`src/rtl/serie_paralelo_alineado.sv`:
```
// serie_paralelo_alineado
//   Serial-to-parallel receiver with comma alignment, clocked by the bit
//   clock only. It hunts for COMMA at any bit offset, then needs LOCK_COUNT
//   consecutive aligned commas before it declares lock. Once locked, every
//   word boundary produces a one-cycle strobe. A data word is presented with
//   valid_out=1. An idle comma gives valid_out=0, and data_out holds.
// Ports
//   clk_8f       bit clock, all state updates on posedge
//   reset        asynchronous active-low clear
//   data_in      serial bit, MSB first
//   resync       synchronous request to drop lock and re-hunt
//   data_out     last received non-comma word
//   valid_out    data_out belongs to the current boundary
//   active       receiver is locked
//   word_strobe  one-cycle pulse on each boundary while locked
module serie_paralelo_alineado #(
  parameter int unsigned          WIDTH      = 8,
  parameter logic [WIDTH-1:0]     COMMA      = 8'hBC,
  parameter int unsigned          LOCK_COUNT = 4
) (
  input  logic             clk_8f,
  input  logic             reset,
  input  logic             data_in,
  input  logic             resync,
  output logic [WIDTH-1:0] data_out,
  output logic             valid_out,
  output logic             active,
  output logic             word_strobe
);

  localparam int unsigned CW = $clog2(LOCK_COUNT + 1);
  localparam int unsigned BW = $clog2(WIDTH);

  typedef enum logic [1:0] {SEARCH, SYNC, LOCKED} state_t;

  state_t           state;
  logic [WIDTH-1:0] sr;
  logic [BW-1:0]    bit_cnt;
  logic [CW-1:0]    comma_cnt;

  logic [WIDTH-1:0] nxt;
  logic             boundary;
  logic             is_comma;
  logic [BW-1:0]    bit_cnt_adv;
  logic             lock_done;

  always_comb begin
    nxt         = {sr[WIDTH-2:0], data_in};
    boundary    = (bit_cnt == BW'(WIDTH - 1));
    is_comma    = (nxt == COMMA);
    bit_cnt_adv = boundary ? '0 : bit_cnt + BW'(1);
    lock_done   = ((comma_cnt + CW'(1)) == CW'(LOCK_COUNT));
  end

  always_ff @(posedge clk_8f or negedge reset) begin
    if (!reset) begin
      state       <= SEARCH;
      sr          <= '0;
      bit_cnt     <= '0;
      comma_cnt   <= '0;
      data_out    <= '0;
      valid_out   <= 1'b0;
      active      <= 1'b0;
      word_strobe <= 1'b0;
    end else begin
      // The shifter runs in every state, including the resync edge.
      sr          <= nxt;
      word_strobe <= 1'b0;
      if (resync) begin
        state     <= SEARCH;
        bit_cnt   <= '0;
        comma_cnt <= '0;
        valid_out <= 1'b0;
        active    <= 1'b0;
      end else begin
        case (state)
          SEARCH: begin
            bit_cnt <= bit_cnt_adv;
            if (is_comma) begin
              // The comma just completed defines the word boundary.
              bit_cnt   <= '0;
              comma_cnt <= CW'(1);
              if (LOCK_COUNT == 1) begin
                state  <= LOCKED;
                active <= 1'b1;
              end else begin
                state <= SYNC;
              end
            end
          end
          SYNC: begin
            bit_cnt <= bit_cnt_adv;
            if (boundary) begin
              if (is_comma) begin
                comma_cnt <= comma_cnt + CW'(1);
                if (lock_done) begin
                  state  <= LOCKED;
                  active <= 1'b1;
                end
              end else begin
                state     <= SEARCH;
                comma_cnt <= '0;
              end
            end
          end
          LOCKED: begin
            bit_cnt <= bit_cnt_adv;
            if (boundary) begin
              word_strobe <= 1'b1;
              if (is_comma) begin
                valid_out <= 1'b0;
              end else begin
                data_out  <= nxt;
                valid_out <= 1'b1;
              end
            end
          end
          default: state <= SEARCH;
        endcase
      end
    end
  end

endmodule

```
`config.mk`:
```
export PLATFORM = sky130hd
export DESIGN_NAME = serie_paralelo_alineado
export DESIGN_NICKNAME = d
export VERILOG_FILES = /design/src/rtl/serie_paralelo_alineado.sv
export SDC_FILE = /design/constraint.sdc
export NUM_CORES = 1
export LEC_CHECK = 0
export BUFFER_PORTS_ARGS = -buffer_cell sky130_fd_sc_hd__buf_2
export CAP_MARGIN = 0
export CORE_MARGIN = 2
export CORE_UTILIZATION = 40
export DETAILED_ROUTE_END_ITERATION = 6
export PLACE_DENSITY = 0.68
export SYNTH_ARGS = -nofsm -noshare
export SYNTH_HDL_FRONTEND = slang
export SYNTH_SLANG_ARGS = --single-unit
```
`constraint.sdc`:
```
create_clock -name clk_8f -period 2 [get_ports clk_8f]
set_clock_uncertainty 0.2 [all_clocks]
set_input_delay 0.3 -clock clk_8f [delete_from_list [all_inputs] [get_ports clk_8f]]
set_output_delay 0.3 -clock clk_8f [all_outputs]
set_load 0.03 [all_outputs]
```
==> impl_results.md <==
* Crit. Startpoint: state[0]
* Area leader, netlist: dfrtp_1
* Seq cells post-synth at 26
* Mapped Area at around 1200 um^2
* Max Freq at about 540 MHz
* Worst Hold Class: in2reg
* Die area at roughly 3500 um^2
* DRC at 0
* Fraction of layout cells with a size suffix above 1 at 29.41%
* DRT Pass-1 Iters at 4
* Worst r2r dst: data_out[2]
* I/O Pins at 15
* Max clock buf depth at 2
* Register area at between 600 and 700 um^2
* Initial DRC count at 19
* Vias in the first global route at ~850
* Maxcap violations at 0
* P_leak at 0.7061 nW
* Nets@finish at around 130
* Via Count at approximately 800
* Status: complete, no violations
* Crit path time final at 1.868 ns
* Final cycle utilization of the critical path at between 90% and 100%
* Row count at 19
* Initial core utilization at 42.86%
* R2R cell count at 6
* Diodes inserted at 0
* Area of the multi-input gates at 549.3 um^2
* Pwr per Cell Area at between 600 and 700 nW/um^2
* First-pass GRT wire length at about 3.9 mm
* Die width at between 50 and 60 um
* WP data arrival at around 1.9 ns
* Slew @ Worst Pin at roughly 0.56 ns
* GP Congestion at 0.8449
* Critical path capture point type: flop
* Fillcell total at around 240
* Setup TNS at 0 ns
* Clk_lat worst skew at 0.32 ns
* CTS sink count at 26
* Post-synth top area share at between 50% and 60%
* Top cells by area, synth: dfrtp_1 (54%), ha_1 (8.3%), mux2_2 (7.4%)
* Synthesized Nets at 111
* # H-tree levels at 1
* Slew headroom at between 60% and 70%
* CP Capture Point: data_out[2]
* Gr usage total at between 10% and 20%
* Hold slack at roughly 0.037 ns
* Initial antenna violation count at 0
* Worst flop-to-flop path startpoint: state[0]
* Largest net degree at the start of global routing at 27
* Grt ovf at 0
* WL/cell at between 10 and 15 um
* Post-Route WL at 2.129 mm
* Type of origin of the critical path: flop
* Syn Area/Cell at between 10 and 15 um^2
* CTS tree: yes
* VDD IR-drop max at approximately 0.31 mV
* Drt via density at roughly 5.3
* Final setup viols at 0
* Mapped Cells at ~100
* Die Y at approximately 59 um
* Setup Fix Bufs, Post-CTS at 0
* WS Path Type: reg2reg
* Worst EP required at just over 2 ns
* Register area share after synthesis at 53.66%
* Async SR Flop Fraction at 100.0%
* Most common cell in the netlist: dfrtp_1
* Final hold vios at 0
* Core Area at 2829 um^2
* Number of synthesized flops with an enable pin at 0
* Root buffer cell: clkbuf_4
* RSZ-0062 raised after global routing: false
* Port bufs at 14
* Crit path max fanout at 9
* Num CTS Buffers at 3
* Area growth, synth to finish at 15.48%
* Synth warnings at 0
* Main synth FF type: dfrtp_1
* Yosys cell types at 29
* Slew Limit Fails at 0
* Clk pin slew, worst setup/hold paths at 0.13 ns
* Commonest cells post-synth: dfrtp_1 (26), nand2_1 (10), ha_1 (8), mux2_2 (8), nor2_1 (7)
* Post-DP HPWL at about 1.6 mm
* Antenna-violating nets left at 0
* R2r setup slk at 0.13 ns
## worst min-delay path by stage
| stage | endpoint | cells after the start | start | slack [ns] |
|---|---|---|---|---|
| after floorplan | active | 0 | reset | -0.20 |
| after global placement | data_out[0] | 1 | reset | 0.12 |
| after detailed placement | data_out[1] | 1 | reset | 0.13 |
| after CTS | data_out[0] | 2 | data_in | 0.03 |
| after global routing | data_out[0] | 2 | data_in | 0.04 |
| final | data_out[0] | 2 | data_in | 0.04 |
## layout make-up
class,instances,share of cell area [%]
multi-input cells,68,39.23
inverters,4,1.072
flip-flops and latches,26,46.47
repair buffers,17,7.864
clock buffers,4,2.592
well taps,31,2.770
## state kept, by name, summed over array words and instances (netlist names)
name / cells
word_strobe: 1
data_out: 8
comma_cnt: 3
sr: 7
bit_cnt: 3
state: 2
valid_out: 1
active: 1
## worst max-delay path, stage by stage, from the launching register on
cell     delay [ns]
dfrtp_1        0.43
inv_1          0.13
ha_1           0.22
nand2_2        0.10
nor3_4         0.20
buf_12         0.15
mux2_2         0.33
## through the flow
| stage | util (%) | total power, W | setup WS (ns) | std cells | area, um^2 |
|---|---|---|---|---|---|
| 6_report | 49.49 | 0.0009655 | 0.1318 | 150 | 1400 |
| 5_1_grt | 49.49 | 0.001024 | 0.01231 | 150 | 1400 |
| 4_1_cts | 49.27 | 0.0009790 | 0.05613 | 150 | 1394 |
| 3_5_place_dp | 47.28 | 0.0007168 | 0.07814 | 144 | 1338 |
| 3_3_place_gp | 47.28 | 0.0007068 | 0.1228 | 144 | 1338 |
| 2_1_floorplan | - | 0.0006722 | 0.1838 | 99 | 1212 |
## power breakdown
group          leakage (nW)  switching [W]  internal [W]
Combinational         0.342      0.0000835     0.0000540
Clock                0.0210       0.000147      0.000111
Sequential            0.343      0.0000196      0.000551
Total                 0.706       0.000250      0.000716
## cells by family after synthesis
group	synth area share (%)
fa+ha+maj	8.256
compound gates	13.11
buf+inv	1.547
flops	53.66
mux	7.431
simple gates	15.28
xor+xnor	0.7225
## routing by layer
metal | up-vias | GRT usage, % | part of all wire (%)
met1 | 388 | 18.93 | 45
met5 | - | 0 | 0
li1 | 397 | - | -
met3 | 5 | 4.585 | 3.4
met2 | 11 | 24.44 | 49
met4 | 0 | 7.143 | 1.9
## cells in the final DEF (no fill, tap or decap), drive strengths merged
cell type	count
a211o	1
a31o	1
dlygate4sd3	2
o21ai	7
ha	8
and4b	1
xor2	1
nor2	7
nand2	10
o22a	1
or3	1
or3b	1
nor3	3
nor2b	1
nor4	1
o211ai	1
nand4bb	1
a41o	2
inv	4
mux2	8
clkbuf	4
a2111oi	2
dfrtp	26
a21oi	6
nand4b	1
buf	15
nand2b	1
o21a	2
## timing repair
| action | CTS | global route |
|---|---|---|
| setup endpoints to repair | 0 | 10 |
| hold endpoints to repair | 27 | 0 |
| resized for setup | 0 | 3 |
| hold buffers | 2 | 0 |
No activity file was read; power rests on OpenSTA's default activity.
